--- config.mk ---
export PLATFORM = sky130hd
export DESIGN_NAME = xbar_tile_ctrl_flat
export DESIGN_NICKNAME = d
export VERILOG_FILES = /design/src/rtl/xbar_tile_ctrl_if.sv /design/src/rtl/xbar_tile_ctrl.sv /design/src/flat_wrapper.sv
export SDC_FILE = /design/constraint.sdc
export NUM_CORES = 1
export LEC_CHECK = 0
export CORE_ASPECT_RATIO = 1.75
export CORE_MARGIN = 2
export CORE_UTILIZATION = 30
export DETAILED_ROUTE_END_ITERATION = 7
export GPL_ROUTABILITY_DRIVEN = 0
export PLACE_DENSITY = 0.49
export SYNTH_ARGS = -nofsm -noshare
export SYNTH_HDL_FRONTEND = slang
export SYNTH_SLANG_ARGS = --single-unit
--- constraint.sdc ---
create_clock -name clk -period 4.6 [get_ports clk]
set_clock_uncertainty 0.15 [all_clocks]
set_input_delay 0.69 -clock clk [delete_from_list [all_inputs] [get_ports clk]]
set_output_delay 0.69 -clock clk [all_outputs]
set_load 0.02 [all_outputs]
--- src/rtl/xbar_tile_ctrl_if.sv ---
// -----------------------------------------------------------------------------
// xbar_tile_ctrl_if
// Bundles the job, PE-handshake, crossbar and output-buffer signals of the
// partial-sum crossbar sequencer.
//   master : environment side (job issuer, PE array, crossbar, buffer writer)
//   slave  : the xbar_tile_ctrl sequencer
// Signals
//   start/pix_num/base_addr   job request, sampled on an accepted start
//   busy/done/err             job status, sticky protocol error
//   pe_valid/pe_ready         PE result-set handshake
//   xbar_valid_i/xbar_valid_o crossbar input strobe / output strobe
//   wr_en/wr_addr             output-buffer write
//   credit_ret                downstream returned one buffer slot
// -----------------------------------------------------------------------------
interface xbar_tile_ctrl_if #(
  parameter int CNT_W  = 16,
  parameter int ADDR_W = 16
);
  logic              start;
  logic [CNT_W-1:0]  pix_num;
  logic [ADDR_W-1:0] base_addr;
  logic              busy;
  logic              done;
  logic              pe_valid;
  logic              pe_ready;
  logic              xbar_valid_i;
  logic              xbar_valid_o;
  logic              wr_en;
  logic [ADDR_W-1:0] wr_addr;
  logic              credit_ret;
  logic              err;

  modport master (
    output start, pix_num, base_addr, pe_valid, xbar_valid_o, credit_ret,
    input  busy, done, pe_ready, xbar_valid_i, wr_en, wr_addr, err
  );

  modport slave (
    input  start, pix_num, base_addr, pe_valid, xbar_valid_o, credit_ret,
    output busy, done, pe_ready, xbar_valid_i, wr_en, wr_addr, err
  );
endinterface

--- src/rtl/xbar_tile_ctrl.sv ---
// -----------------------------------------------------------------------------
// xbar_tile_ctrl
// Sequencer for the 4-to-1 partial-sum crossbar. Accepts a tile job, admits
// PE result sets only while an output-buffer credit is held, drives the
// crossbar valid_i and turns the crossbar valid_o into addressed writes.
// Ports
//   clk, rst : clock, asynchronous active-high reset
//   bus      : xbar_tile_ctrl_if.slave (job, PE, crossbar, buffer signals)
//   perf_stall_cnt (only with XBAR_TILE_PERF_EN defined): cycles in RUN
//              where a PE result was offered but no credit was available.
// Optional feature macro: XBAR_TILE_PERF_EN
// -----------------------------------------------------------------------------
module xbar_tile_ctrl #(
  parameter int CNT_W    = 16,
  parameter int ADDR_W   = 16,
  parameter int CREDITS  = 4,
  parameter int XBAR_LAT = 2
) (
  input  logic                clk,
  input  logic                rst,
  xbar_tile_ctrl_if.slave     bus
`ifdef XBAR_TILE_PERF_EN
  ,
  output logic [CNT_W-1:0]    perf_stall_cnt
`endif
);

  localparam int CR_W = 4;
  localparam logic [CR_W-1:0] CREDITS_FULL = CR_W'(CREDITS);

  typedef enum logic [1:0] {S_IDLE, S_RUN, S_DRAIN, S_DONE} state_t;

  state_t            state_q;
  logic [CNT_W-1:0]  pix_q;
  logic [CNT_W-1:0]  issued_q, issued_d;
  logic [CNT_W-1:0]  completed_q, completed_d;
  logic [CNT_W-1:0]  in_flight_q, in_flight_d;
  logic [ADDR_W-1:0] base_q;
  logic [CR_W-1:0]   credits_q, credits_d;
  logic              err_q, err_d;
  logic              busy_q, done_q;
  logic              lat_q [XBAR_LAT];

  logic active, start_acc, launch, wr_fire, credit_ovf, lat_miss, err_set;

  assign active    = (state_q == S_RUN) || (state_q == S_DRAIN);
  assign start_acc = bus.start && (state_q == S_IDLE);

  assign bus.pe_ready     = (state_q == S_RUN) && (issued_q < pix_q) && (credits_q != '0);
  assign launch           = bus.pe_valid && bus.pe_ready;
  assign bus.xbar_valid_i = launch;
  assign wr_fire          = bus.xbar_valid_o && active;
  assign bus.wr_en        = wr_fire;
  assign bus.wr_addr      = base_q + ADDR_W'(completed_q);
  assign bus.busy         = busy_q;
  assign bus.done         = done_q;
  assign bus.err          = err_q;

  assign issued_d    = issued_q + CNT_W'(launch);
  assign completed_d = completed_q + CNT_W'(wr_fire);
  assign in_flight_d = in_flight_q + CNT_W'(launch) - CNT_W'(wr_fire);

  // A launch and a return in the same cycle cancel; a return on a full pool
  // is a downstream protocol violation and leaves the count saturated.
  assign credit_ovf = bus.credit_ret && !launch && (credits_q == CREDITS_FULL);

  always_comb begin
    credits_d = credits_q;
    if (launch && !bus.credit_ret)
      credits_d = credits_q - 1'b1;
    else if (bus.credit_ret && !launch && !credit_ovf)
      credits_d = credits_q + 1'b1;
  end

  // The oldest stage of the launch shift register says a crossbar result is
  // due this very cycle; the crossbar cannot stall, so absence is an error.
  assign lat_miss = lat_q[XBAR_LAT-1] && !bus.xbar_valid_o;

  assign err_set = (bus.xbar_valid_o && (in_flight_q == '0))
                 || (bus.xbar_valid_o && !active)
                 || lat_miss
                 || credit_ovf;

  // An accepted start clears the sticky flag, but a violation in that same
  // cycle is still recorded.
  assign err_d = (start_acc ? 1'b0 : err_q) || err_set;

  genvar gi;
  generate
    for (gi = 0; gi < XBAR_LAT; gi++) begin : g_lat
      if (gi == 0) begin : g_head
        always_ff @(posedge clk or posedge rst) begin
          if (rst) lat_q[0] <= 1'b0;
          else     lat_q[0] <= launch;
        end
      end else begin : g_tail
        always_ff @(posedge clk or posedge rst) begin
          if (rst) lat_q[gi] <= 1'b0;
          else     lat_q[gi] <= lat_q[gi-1];
        end
      end
    end
  endgenerate

  always_ff @(posedge clk or posedge rst) begin
    if (rst) begin
      state_q     <= S_IDLE;
      pix_q       <= '0;
      base_q      <= '0;
      issued_q    <= '0;
      completed_q <= '0;
      in_flight_q <= '0;
      credits_q   <= CREDITS_FULL;
      err_q       <= 1'b0;
      busy_q      <= 1'b0;
      done_q      <= 1'b0;
    end else begin
      issued_q    <= issued_d;
      completed_q <= completed_d;
      in_flight_q <= in_flight_d;
      credits_q   <= credits_d;
      err_q       <= err_d;
      done_q      <= 1'b0;
      case (state_q)
        S_IDLE: begin
          if (bus.start) begin
            pix_q       <= bus.pix_num;
            base_q      <= bus.base_addr;
            issued_q    <= '0;
            completed_q <= '0;
            busy_q      <= 1'b1;
            if (bus.pix_num != '0) begin
              state_q <= S_RUN;
            end else begin
              state_q <= S_DONE;
              done_q  <= 1'b1;
            end
          end
        end
        S_RUN: begin
          if (issued_q == pix_q) state_q <= S_DRAIN;
        end
        S_DRAIN: begin
          // Look at the post-write count so the last write retires the job
          // in the same cycle it lands.
          if (completed_d == pix_q) begin
            state_q <= S_DONE;
            done_q  <= 1'b1;
          end
        end
        S_DONE: begin
          state_q <= S_IDLE;
          busy_q  <= 1'b0;
        end
        default: state_q <= S_IDLE;
      endcase
    end
  end

`ifdef XBAR_TILE_PERF_EN
  logic [CNT_W-1:0] perf_q;
  logic             stall;

  assign stall = (state_q == S_RUN) && bus.pe_valid && (issued_q < pix_q)
              && (credits_q == '0);

  always_ff @(posedge clk or posedge rst) begin
    if (rst)
      perf_q <= '0;
    else if (start_acc)
      perf_q <= '0;
    else if (stall && (perf_q != '1))
      perf_q <= perf_q + 1'b1;
  end

  assign perf_stall_cnt = perf_q;
`endif

endmodule

--- src/flat_wrapper.sv ---
// flat-port wrapper written by rule: the top's interface ports become plain ports
module xbar_tile_ctrl_flat 
#(
  parameter int CNT_W    = 16,
  parameter int ADDR_W   = 16,
  parameter int CREDITS  = 4,
  parameter int XBAR_LAT = 2
)
  (clk, rst, bus_start, bus_pix_num, bus_base_addr, bus_pe_valid, bus_xbar_valid_o, bus_credit_ret, bus_busy, bus_done, bus_pe_ready, bus_xbar_valid_i, bus_wr_en, bus_wr_addr, bus_err);
  xbar_tile_ctrl_if #(.CNT_W(CNT_W), .ADDR_W(ADDR_W)) bus_i ();
  input  logic clk;
  input  logic rst;
  input wire logic [$bits(bus_i.start)-1:0] bus_start;
  input wire logic [$bits(bus_i.pix_num)-1:0] bus_pix_num;
  input wire logic [$bits(bus_i.base_addr)-1:0] bus_base_addr;
  input wire logic [$bits(bus_i.pe_valid)-1:0] bus_pe_valid;
  input wire logic [$bits(bus_i.xbar_valid_o)-1:0] bus_xbar_valid_o;
  input wire logic [$bits(bus_i.credit_ret)-1:0] bus_credit_ret;
  output wire logic [$bits(bus_i.busy)-1:0] bus_busy;
  output wire logic [$bits(bus_i.done)-1:0] bus_done;
  output wire logic [$bits(bus_i.pe_ready)-1:0] bus_pe_ready;
  output wire logic [$bits(bus_i.xbar_valid_i)-1:0] bus_xbar_valid_i;
  output wire logic [$bits(bus_i.wr_en)-1:0] bus_wr_en;
  output wire logic [$bits(bus_i.wr_addr)-1:0] bus_wr_addr;
  output wire logic [$bits(bus_i.err)-1:0] bus_err;
  assign bus_i.start = bus_start;
  assign bus_i.pix_num = bus_pix_num;
  assign bus_i.base_addr = bus_base_addr;
  assign bus_i.pe_valid = bus_pe_valid;
  assign bus_i.xbar_valid_o = bus_xbar_valid_o;
  assign bus_i.credit_ret = bus_credit_ret;
  assign bus_busy = bus_i.busy;
  assign bus_done = bus_i.done;
  assign bus_pe_ready = bus_i.pe_ready;
  assign bus_xbar_valid_i = bus_i.xbar_valid_i;
  assign bus_wr_en = bus_i.wr_en;
  assign bus_wr_addr = bus_i.wr_addr;
  assign bus_err = bus_i.err;
  xbar_tile_ctrl #(.CNT_W(CNT_W), .ADDR_W(ADDR_W), .CREDITS(CREDITS), .XBAR_LAT(XBAR_LAT)) u_core (.clk(clk), .rst(rst), .bus(bus_i));
endmodule
---- Yosys cells after proc, flatten, opt, wreduce, memory -nomap -nowiden ----
Cells that the tools add are included.
W data, S select, Z words.
cells by class
  add/subtract/negate cells ............... 7
  $mul .................................... 0
  divide/modulo/power cells ............... 0
  $lt $le $gt $ge ......................... 1
  eq/ne operators ......................... 9
  shift operators ......................... 0
  multiplexer cells ....................... 18
  bitwise gates (word level) .............. 0
  reduce and logical (&&, ||, !) cells .... 31
operator list
  cell                   count
  $mux W16               4
  $add A16 B1 Y16        3
  $eq A16 B16 Y1         2
  $add A16 B16 Y16       1
  $logic_not A16 Y1      1
  $lt A16 B16 Y1         1
  $reduce_bool A16 Y1    1
  $sub A16 B1 Y16        1
  $logic_and A1 B1 Y1    12
  $mux W2                4
  $mux W4                2
  $pmux W2 S4            1
  $ne A2 B2 Y1 const B   3
  $logic_not A1 Y1       5
  $logic_or A1 B1 Y1     5
  $mux W1                5
  $add A4 B1 Y4 const B  1
  $eq A2 B2 Y1 const B   2
  $eq A4 B3 Y1 const B   1
  $pmux W1 S2            2
  $reduce_and A2 Y1      2
  $reduce_bool A2 Y1     2
  $reduce_bool A4 Y1     1
  $sub A4 B1 Y4 const B  1
  other kinds (3)        3
storage, ports and cells
  register bits ........................... 91
  bits in latches ......................... 0
  RAM bits ................................ 0
  memory bits (read-only) ................. 0
  input bits .............................. 38
  output and inout port bits .............. 22
  logic and storage cells ................. 78
  memories kept ........................... 0

---- Longest topological paths before layout ----
  word-level depth ........................ 11
  gate-level depth with buffers ........... 19
  gate-level depth less buffers ........... 19

---- Least setup slack after synthesis ----
OpenSTA, ideal clock, no wires.
  path type ............................... reg2reg
  start ................................... reg u_core.issued_q[3]
  end ..................................... reg u_core.in_flight_q[14]
  arrival ................................. 3.959 ns
  data required time ...................... 4.360 ns
  path slack .............................. 0.401 ns
  stages on the path, launching flop included .. 19
  buffers on the path ..................... 0
  period minus slack after synthesis ...... 4.199 ns
  path through ............................ dfrtp_1 > ha_1 > a21o_1 > a21oi_1 > o221ai_1 > a2111oi_4 > inv_1 > ha_1 > inv_1 > ha_1 > inv_1 > fa_1 > nand2b_1 > a21oi_1 > o21ai_0 > a21oi_1 > o21ai_0 > a211o_1 > o2111ai_1
on the way
  cells in the longest elaborated chain, start to end .. 6
ends and longest elaborated chain
  element                            RTL line               text
  start: declaration                 xbar_tile_ctrl.sv:35   logic [CNT_W-1:0] issued_q, issued_d;
  start signal: assignment           xbar_tile_ctrl.sv:118  issued_q <= issued_d;
  $lt A16 B16 Y1                     xbar_tile_ctrl.sv:49   assign bus.pe_ready = (state_q == S_RUN) && (issued_q < pix_q) && (credits_q != '0);
  $logic_and A1 B1 Y1 (2 in series)  xbar_tile_ctrl.sv:49
  $logic_and A1 B1 Y1                xbar_tile_ctrl.sv:50   assign launch = bus.pe_valid && bus.pe_ready;
  named net bus_xbar_valid_i         flat_wrapper.sv:22     output wire logic [$bits(bus_i.xbar_valid_i)-1:0] bus_xbar_valid_i;
  $add A16 B1 Y16                    xbar_tile_ctrl.sv:61   assign in_flight_d = in_flight_q + CNT_W'(launch) - CNT_W'(wr_fire);
  $sub A16 B1 Y16                    xbar_tile_ctrl.sv:61
  named net u_core.in_flight_d[14]   xbar_tile_ctrl.sv:37   logic [CNT_W-1:0] in_flight_q, in_flight_d;
  end signal: assignment             xbar_tile_ctrl.sv:120  in_flight_q <= in_flight_d;
  end: declaration                   xbar_tile_ctrl.sv:37
The timed path passes the listed nets, and every way through them passes these cells.
A chain may end at the register's enable or synchronous reset.

---- Worst setup path in the final report ----
  start ................................... reg u_core.completed_q[2]
  end ..................................... out bus_wr_addr[12]
on the way
  cells in the longest elaborated chain, start to end .. 1
ends and longest elaborated chain
  element                   RTL line               text
  start: declaration        xbar_tile_ctrl.sv:36   logic [CNT_W-1:0] completed_q, completed_d;
  start signal: assignment  xbar_tile_ctrl.sv:119  completed_q <= completed_d;
  $add A16 B16 Y16          xbar_tile_ctrl.sv:54   assign bus.wr_addr = base_q + ADDR_W'(completed_q);
  end: declaration          flat_wrapper.sv:24     output wire logic [$bits(bus_i.wr_addr)-1:0] bus_wr_addr;
Every way passes these cells.

==> key figures <==
STA
  – Final period util: 0.940
  – Final setup fails: 0
  – Crit path time final: 4.32 ns
  – Worst slew pin tran: 1.15 ns
  – Slew Viols, Final: 0
  – Max Clk Rate: 231 MHz
  – Hold Vio Cnt, Final: 0
  – RSZ-0062 raised after global routing: false
  – Final TNS setup: 0 ns
  – Slew headroom: 0.235

Worst hold path
  – Worst hold path class: flip-flop to flip-flop

Placement
  – Hpwl dp: 12.6 mm
  – Cells after DPL: 967
  – PortBufs: 59

Routing
  – Post-DR vias/cell: 5.07
  – Routed wire length: between 15 and 20 mm
  – Initial DRC Count: around 190
  – Post-DRT Antenna Nets: 0
  – Met3 routed WL: ~460 um
  – DR vias: 4980
  – Top layer in use: met4
  – Total iterations of the first detailed-routing run: 4
  – Metal-1 WL: 6.17 mm
  – DR WL/cell: 16.3 um
  – Metal2 WL: between 8 and 9 mm
  – DRC: 0

Clock tree
  – Worst-path clk slew: 0.07 ns
  – CTS max path bufs: 2
  – Postcts setup bufs: 0
  – Number of H-tree levels: 3
  – Resized cells post-CTS: 0
  – CTS tree: built
  – Total CTS buffers: 9
  – CTS Root Cell: clkbuf_16
  – Clock tree sinks: 91
  – CTS Hold Buffers Added: 0
  – Worst-skew pair later-pin latency: approximately 0.34 ns

Finish
  – Share of cells above drive strength 1: 0.0449
  – Final cell count without fillers: roughly 980
  – Area Growth Syn to Fin: 19.1%
  – # diodes: 0
  – Layout Nets: 835

GRT
  – Total track usage: 0.153
  – Initial antenna violation count: 0
  – First-pass GRT wire length: 26.2 mm
  – Congestion Overflow GR: 0
  – Vias in the first global route: 5372
  – Pin count of the biggest net entering global routing: 61

Pwr
  – PD cells: 456 nW/um2
  – P_leak: around 3.5 nW
  – Switching share of power: 0.376
  – Pint: 2.08 mW
  – Sequential power share: 0.322
  – VDD IR max: about 0.0004 V
  – Clock power share: 0.228
  – Switching power: 1.25 mW
  – Combinational power share: 0.451

Yosys
  – Post-Syn Area: 6120 um2
  – Primary FF master, synth: dfrtp_1
  – Syn avg cell area: 9.08 um2
  – Synth Register Bits: 91
  – Top cell type's share of synthesized area: 0.368
  – YS warnings: 0
  – Library cells used by synthesis: 59
  – Syn Nets: 779
  – Post-synthesis sequential area ratio: 0.372
  – Area contributors post-synth: dfrtp_1 37%, ha_1 13%, xnor2_1 5.6%
  – Async SR Flop Fraction: 1.00
  – Mapped Cells: around 670
  – Cell taking the most area after synthesis: dfrtp_1
  – Post-synth EDFFs: 0

Critical path
  – CP delay by family, top: compound AO/OA/AOI/OAI gates
  – Largest stage delay on the critical path: 0.62 ns
  – Crit-path slowest cell: clkdlybuf4s50_1
  – Element type at the critical path end: output pin
  – CP Data Required Time: 3.76 ns
  – Crit Path Category: flip-flop to output pin
  – Crit Path Max Fanout: 7
  – CP Buf/Inv Count: 1
  – Crit path launch type: flip-flop
  – Worst Path Arrival: 3.48 ns
  – CP Cell Sequence: ha_1 -> nor2b_1 -> o31a_1 -> o211ai_1 -> a21oi_1 -> a2111oi_2 -> nor2_1 -> xor2_1 -> clkdlybuf4s50_1

Run status
  – Outcome: finished clean

Floorplanning
  – Die X: 112 um
  – I/O Pins: 60
  – DIE AREA: 21600 um2
  – Total core area: around 20000 um2
  – Initial Util: 0.303
  – Site Rows: 69
  – Die Y: 193 um

Run
  – # Max-Cap Violations: 0
path summary, 6_finish.rpt:
check                                              endpoint                             from  slack (ns)  cells past startpoint
min in group asynchronous   u_core.in_flight_q[3]$_DFF_PP0_                              rst        0.67                      2
max in group asynchronous      u_core.pix_q[14]$_DFFE_PP0P_                              rst        2.90                      3
min reg2reg                       u_core.lat_q[0]$_DFF_PP0_        u_core.lat_q[1]$_DFF_PP0_        0.19                      0
max                                         bus_wr_addr[12]  u_core.completed_q[2]$_DFF_PP0_        0.28                      9
max reg2reg                u_core.in_flight_q[14]$_DFF_PP0_      u_core.pix_q[9]$_DFFE_PP0P_        0.44                     19
min                               u_core.lat_q[0]$_DFF_PP0_        u_core.lat_q[1]$_DFF_PP0_        0.19                      0
final cells by class:
| type | count | area, um2 |
|---|---|---|
| Clock buffer | 10 | 229 |
| Clock inverter | 6 | 72.6 |
| Fill cell | 2101 | 12900 |
| Inverter | 64 | 241 |
| Multi-Input combinational cell | 500 | 3520 |
| Sequential cell | 91 | 2280 |
| Tap cell | 248 | 310 |
| Timing Repair Buffer | 64 | 643 |
cells in the final DEF (no fill, tap or decap), types with 14 or more instances in the layout:
cell type	synthesis	routed
nand2_1	90	90
dfrtp_1	90	90
ha_1	64	64
inv_1	64	63
clkdlybuf4s50_1	0	58
nor2_1	46	46
xnor2_1	39	39
a21oi_1	35	35
o21ai_0	27	27
xor2_1	26	26
nand4_1	18	18
nand3_1	15	15
and2_1	15	14
synth_stat cells, types with 2 or more instances:
| library cell | n |
|---|---|
| nor3_1 | 9 |
| buf_2 | 4 |
| o2111ai_1 | 2 |
| nand3_1 | 15 |
| nor4_1 | 4 |
| a32oi_1 | 2 |
| a31oi_1 | 5 |
| o21ai_0 | 27 |
| or2_2 | 2 |
| o22ai_1 | 3 |
| o21bai_1 | 4 |
| nor3b_1 | 3 |
| nor2_1 | 46 |
| dfrtp_1 | 90 |
| fa_1 | 3 |
| ha_1 | 64 |
| xnor2_1 | 39 |
| a211o_1 | 2 |
| o21a_1 | 6 |
| a211oi_1 | 2 |
| nor2b_1 | 3 |
| o221ai_1 | 3 |
| and3_1 | 9 |
| clkbuf_1 | 13 |
| nand4_1 | 18 |
| a2111oi_0 | 2 |
| o311ai_1 | 2 |
| nand2_1 | 90 |
| xor2_1 | 26 |
| or3_1 | 5 |
| o211ai_1 | 4 |
| nand2b_1 | 9 |
| inv_1 | 64 |
| and4_1 | 8 |
| a21oi_1 | 35 |
| a221o_1 | 2 |
| and2_1 | 15 |
| mux2i_1 | 5 |
| and3b_1 | 2 |
| a21o_1 | 8 |
layer usage:
metal,track usage,up-vias
met4,0.0657,0
li1,-,2442
met3,0.0188,31
met1,0.154,2410
met5,0,-
met2,0.309,97
metrics by stage:
step | worst slack, ns | power (mW) | hold slack [ns] | utilization | area, um2
after CTS | 0.0434 | 3.38 | 0.198 | 0.361 | 7290
after global routing | 0.0977 | 3.59 | 0.207 | 0.361 | 7290
after detailed placement | 0.427 | 2.59 | 0.186 | 0.346 | 6990
after global placement | 0.497 | 2.55 | 0.184 | 0.346 | 6990
final | 0.277 | 3.33 | 0.192 | 0.361 | 7290
after floorplan | 0.401 | 2.18 | 0.181 | - | 6120
sequential cells by signal, summed over array words and instances, names as in the netlist:
register            cells
u_core.base_q          16
u_core.bus.busy         1
u_core.bus.done         1
u_core.bus.err          1
u_core.completed_q     16
u_core.credits_q        4
u_core.in_flight_q     16
u_core.issued_q        16
u_core.lat_q            2
u_core.pix_q           16
u_core.state_q          2
logic make-up after synthesis:
kind of cell | Yosys count | share of synthesized area
DFF | 91 | 0.372
AOI/OAI and AO/OA | 121 | 0.135
adders and majority gates | 67 | 0.141
and+or+nand+nor | 241 | 0.193
xor gates and xnor gates | 66 | 0.0967
muxes | 5 | 0.00818
buffers and inverters | 83 | 0.0536
power by group through the flow:
stage	Combinational, mW	Clock (mW)	Sequential (mW)
floorplan	1.16	0	1.03
global placement	1.47	0	1.08
detailed placement	1.51	0	1.09
CTS	1.52	0.791	1.07
global route	1.68	0.818	1.09
finish	1.50	0.757	1.07
(Power assumes the default switching activity.)
==> variant 1 (same flow settings) <==
`CNT_W` is set to 16 in 3 places; all go to 18.
--- a/src/rtl/xbar_tile_ctrl_if.sv
+++ b/src/rtl/xbar_tile_ctrl_if.sv
@@ -13,7 +13,7 @@
 //   credit_ret                downstream returned one buffer slot
 // -----------------------------------------------------------------------------
 interface xbar_tile_ctrl_if #(
-  parameter int CNT_W  = 16,
+  parameter int CNT_W  = 18,
   parameter int ADDR_W = 16
 );
   logic              start;
--- a/src/rtl/xbar_tile_ctrl.sv
+++ b/src/rtl/xbar_tile_ctrl.sv
@@ -11,7 +11,7 @@
 // Optional feature macro: XBAR_TILE_PERF_EN
 // -----------------------------------------------------------------------------
 module xbar_tile_ctrl #(
-  parameter int CNT_W    = 16,
+  parameter int CNT_W    = 18,
   parameter int ADDR_W   = 16,
   parameter int CREDITS  = 4,
   parameter int XBAR_LAT = 2
--- a/src/flat_wrapper.sv
+++ b/src/flat_wrapper.sv
@@ -1,7 +1,7 @@
 // flat-port wrapper written by rule: the top's interface ports become plain ports
 module xbar_tile_ctrl_flat 
 #(
-  parameter int CNT_W    = 16,
+  parameter int CNT_W    = 18,
   parameter int ADDR_W   = 16,
   parameter int CREDITS  = 4,
   parameter int XBAR_LAT = 2
Ports: changed (resized bus_pix_num); port bits go from 60 to 62. The function was not compared with the original's and may differ.
==> variant 1 against the unedited design <==
Worst setup slack got worse by 120 ps. Design area is 11% higher. Fmax shrank 2.7%. Clock power shrank 7.3%. Hold slack gained 11 ps. Sequential cell count increased by 8. Synthesized area increased by 9.6%. Global-route usage up 1.5 points. Wire length up 18%. Power up 50%. Highest routed layer unchanged.
==> variant 1: results (changes against the unedited design) <==
----------------------------------------------------
[Finish]
  FILL cells ... 2289 (was 2101)
  Multi-input combinational cell area ... 0.00395 sq mm (was 0.00352 sq mm)
  Layout Cells excl Fill ... 1131 (was 983)
  Clock tree cell share of total cell area ... 0.0309 (was 0.0414)
  Layout multi-input combinational cell count ... 572 (was 500)
  Data-path buffer share of cell area in the final layout ... 0.0970 (was 0.0882)
  # clk buffers ... 11 (was 10)
  Fraction of standard cell area that is sequential ... 0.306 (was 0.313)
  Ratio of cells with drive above 1 in the final layout ... 0.0659 (was 0.0449)
  Nonclk inv count ... 69 (was 64)
  Final nets ... 944 (was 835)

[STA]
  Worst max-slew margin expressed relative to the limit ... 0.395 (was 0.235)

[Drt]
  Detailed-route wire length ... 18.8 mm (was 16.0 mm)
  Met2 WL ... 11.1 mm (was 8.85 mm)
  Routed wl met3 ... 386 um (was 457 um)
  Number of DRC violations after detailed-routing iteration 0 ... 172 (was 191)
  Post-route met1 wirelength ... 6.54 mm (was 6.17 mm)

[Global routing]
  Fraction of met2 tracks used by global routing ... 0.336 (was 0.309)
  Wire length of the first global-routing pass ... 30.0 mm (was 26.2 mm)
  Via count of the first global-routing pass ... 5921 (was 5372)
  Routing usage on met1 ... 0.157 (was 0.154)
  Pin count of the biggest net entering global routing ... 56 (was 61)
  Total GRT Usage ... 0.168 (was 0.153)

[CTS]
  Clk Latency, worst-skew pair ... 360 ps (was 340 ps)
  Post-cts gate resize count ... 1 (was 0)
  Sinks on Clock Net ... 99 (was 91)

[Worst setup path]
  Last element of the critical path ... u_core.in_flight_q[16] (was bus_wr_addr[12])
  Setup slack of the worst register-to-register path ... 150 ps (was 440 ps)
  Worst endpoint data arrival time ... 4540 ps (was 3480 ps)
  Start point of the critical path ... u_core.issued_q[15] (was u_core.completed_q[2])
  Slowest stage cell on the critical path ... sky130_fd_sc_hd__dfrtp_1 (was sky130_fd_sc_hd__clkdlybuf4s50_1)
  Peak per-stage delay on the critical path ... 380 ps (was 620 ps)

[Synth]
  Net count after synthesis ... 870 (was 779)
  Adder and majority cell fraction of the synthesized area ... 0.138 (was 0.141)
  Seq/Total Area, Yosys ... 0.369 (was 0.372)
  Share of the synthesized area in compound gates (AO/OA/AOI/OAI) ... 0.140 (was 0.135)
  Cell types with the largest area share after synthesis ... sky130_fd_sc_hd__dfrtp_1, sky130_fd_sc_hd__ha_1, sky130_fd_sc_hd__nand2_1, sky130_fd_sc_hd__xnor2_1, sky130_fd_sc_hd__nor2_1 (was sky130_fd_sc_hd__dfrtp_1, sky130_fd_sc_hd__ha_1, sky130_fd_sc_hd__xnor2_1, sky130_fd_sc_hd__nand2_1, sky130_fd_sc_hd__inv_1)
  Post-synthesis share of cell area spent on xor and xnor gates ... 0.0889 (was 0.0967)

[Placed design]
  Port Buf Inserts ... 61 (was 59)
  Worst slack at placement ... -4.24 ps (was 427 ps)
  DP Wirelength ... 14.9 mm (was 12.6 mm)

[Power and ir drop]
  Lkg Pwr ... 3.71 nW (was 3.51 nW)
  Worst vdd rail ir drop ... 0.374 mV (was 0.392 mV)

[Run status]
  Status ... completed (unchanged)

----------------------------------------------------
[variant 1: changes by cell type after synthesis, sizes merged, moves of 7 or more]
cell / before / now
nor2: 46 / 72
dfrtp: 90 / 98
nand2: 90 / 103
nor3: 9 / 24
nor4: 5 / 12
o21ai: 27 / 38
[variant 1: metrics by stage]
step / setup TNS, ps / hold WS, ps / total power, W / instance area (sq um)
after floorplan: 0 / 181 / 0.00341 / 6720
after global placement: -65.3 / 184 / 0.00426 / 7800
after detailed placement: -4.24 / 186 / 0.00428 / 7800
after CTS: 0 / 203 / 0.00501 / 8060
after global routing: -118 / 226 / 0.00550 / 8100
final: 0 / 203 / 0.00500 / 8100
[variant 1: report_power, final]
part	switching [W]	internal, W	leakage [nW]	total (W)
Combinational	0.00159	0.00129	2.33	0.00288
Sequential	0.000224	0.00119	1.26	0.00142
Clock	0.000342	0.000360	0.121	0.000702
Total	0.00216	0.00284	3.71	0.00500
==> variant 2 (same settings) <==
Made on the original files. Encoding of `state_t`: now one-hot (4 bits for 4 states).
--- a/src/rtl/xbar_tile_ctrl.sv
+++ b/src/rtl/xbar_tile_ctrl.sv
@@ -28,7 +28,7 @@
   localparam int CR_W = 4;
   localparam logic [CR_W-1:0] CREDITS_FULL = CR_W'(CREDITS);
 
-  typedef enum logic [1:0] {S_IDLE, S_RUN, S_DRAIN, S_DONE} state_t;
+  typedef enum logic [3:0] {S_IDLE = 4'b0001, S_RUN = 4'b0010, S_DRAIN = 4'b0100, S_DONE = 4'b1000} state_t;
 
   state_t            state_q;
   logic [CNT_W-1:0]  pix_q;
Check against the original RTL: no difference found for any inputs over 4 cycles, from zero or initial values and one cycle with rst high; so few cycles prove little.
==> variant 2 against the unedited design <==
Power is 35% higher. Synthesized area grew 0.67%. Fmax increased by 1.9%. Sequential cell count up 2. Design area up 2.0%. Core utilization grew 0.72 points. Wire length rose by 0.58%. Count of clock-buffer cells in the layout is 1 higher. Critical endpoint is now u_core.in_flight_q[14]. Largest cell class unchanged. Global-route usage up 0.062 points. Cell count increased by 1.8%. Sequential share of layout area up 0.080 points. Largest power group unchanged. Register-to-register slack got worse by 80 ps. Worst setup slack better by 81 ps. Critical path depth up 8.
==> variant 2: results (changes against the unedited design) <==
----------------------------------------------------
[Run status]
  Status ... completed (unchanged)

[Power and ir drop]
  Proportion of power drawn by the clock network ... 0.167 (was 0.228)
  Lkg Pwr ... 3.50 nW (was 3.51 nW)
  Worst vdd rail ir drop ... 0.371 mV (was 0.392 mV)
  Switch share ... 0.414 (was 0.376)
  Proportion of power drawn by flip-flops and latches ... 0.290 (was 0.322)

[Worst setup path]
  Maximum fanout along the worst path ... 3 (was 7)
  Setup slack of the worst register-to-register path ... 360 ps (was 440 ps)
  Worst endpoint data arrival time ... 4320 ps (was 3480 ps)
  Worst reg2reg path depth ... 17 (was 19)
  Source of the worst register-to-register timing path ... u_core.issued_q[13] (was u_core.pix_q[9])

[Global routing]
  Routing usage on met1 ... 0.156 (was 0.154)
  Pin count of the biggest net entering global routing ... 58 (was 61)
  Met3 usage in global routing ... 0.0213 (was 0.0188)
  Total GRT Usage ... 0.153 (about the same)
  Fraction of met2 tracks used by global routing ... 0.295 (was 0.309)

[Synth]
  Top post-synthesis cells by count ... sky130_fd_sc_hd__dfrtp_1, sky130_fd_sc_hd__nand2_1, sky130_fd_sc_hd__ha_1 (was sky130_fd_sc_hd__dfrtp_1, sky130_fd_sc_hd__nand2_1, sky130_fd_sc_hd__ha_1, sky130_fd_sc_hd__inv_1, sky130_fd_sc_hd__nor2_1)
  Post-synthesis share of cell area spent on xor and xnor gates ... 0.0916 (was 0.0967)
  Multiplexer area fraction after synthesis ... 0.00325 (was 0.00818)
  Adder and majority cell fraction of the synthesized area ... 0.132 (was 0.141)
  Share of the synthesized area in compound gates (AO/OA/AOI/OAI) ... 0.138 (was 0.135)
  Post-synth cell types ... 72 (was 59)

[Finish]
  FILL cells ... 2096 (was 2101)
  Final nets ... 849 (was 835)
  Ratio of cells with drive above 1 in the final layout ... 0.0770 (was 0.0449)

[Placed design]
  Placed instance area ... 0.00712 sq mm (was 0.00699 sq mm)
  Inst Count DP ... 983 (was 967)
  DP Wirelength ... 12.8 mm (was 12.6 mm)

[Drt]
  Met2 WL ... 8.98 mm (was 8.85 mm)
  Detail-routed via count per cell ... 5.02 (was 5.07)
  Number of DRC violations after detailed-routing iteration 0 ... 200 (was 191)
  Final routed wire length divided by cell count ... 16.1 um (was 16.3 um)
  Detailed-route wire length ... 16.1 mm (was 16.0 mm)
  Post-route met1 wirelength ... 6.06 mm (was 6.17 mm)
  Routed wl met3 ... 413 um (was 457 um)

[STA]
  Actual slew at the worst max-slew pin ... 882 ps (was 1150 ps)
  Peak clock frequency supported by timing ... 236 MHz (was 231 MHz)
  Worst Hold Margin ... 206 ps (was 192 ps)

----------------------------------------------------
[variant 2: critical path: stages, from the launching register on]
cell	delay (ps)
sky130_fd_sc_hd__dfrtp_1	410
sky130_fd_sc_hd__ha_1	330
sky130_fd_sc_hd__a211oi_1	210
sky130_fd_sc_hd__nor2_1	90
sky130_fd_sc_hd__a2111oi_2	340
sky130_fd_sc_hd__buf_4	170
sky130_fd_sc_hd__nand4_1	120
sky130_fd_sc_hd__ha_1	300
sky130_fd_sc_hd__inv_1	40
sky130_fd_sc_hd__ha_1	200
sky130_fd_sc_hd__fa_1	390
sky130_fd_sc_hd__a211o_1	290
sky130_fd_sc_hd__a311o_1	350
sky130_fd_sc_hd__a31oi_2	220
sky130_fd_sc_hd__o22ai_1	130
sky130_fd_sc_hd__nor2_1	130
sky130_fd_sc_hd__o21ai_0	120
sky130_fd_sc_hd__xor2_1	150
[variant 2: how the worst max path moves through the flow]
| stage | to | cells past startpoint |
|---|---|---|
| detailed placement | u_core.bus.done | 11 |
| finish | u_core.in_flight_q[14] | 17 |
| global route | u_core.in_flight_q[14] | 19 |
| global placement | u_core.in_flight_q[12] | 18 |
| floorplan | u_core.in_flight_q[14] | 17 |
| CTS | u_core.in_flight_q[14] | 18 |
[variant 2: layout make-up]
type                            instances  share of cell area
Sequential cell                        93               0.313
Clock buffer                           11              0.0326
Timing Repair Buffer                   82               0.103
Multi-Input combinational cell        507               0.475
Tap cell                              248              0.0417
Inverter                               55              0.0281
Clock inverter                          5             0.00673
[variant 2: what timing repair did]
| action | CTS | global route |
|---|---|---|
| resized for setup | 0 | 3 |
| endpoints found under the setup margin | 0 | 4 |
| setup buffers | 0 | 2 |
| hold buffers | 0 | 0 |
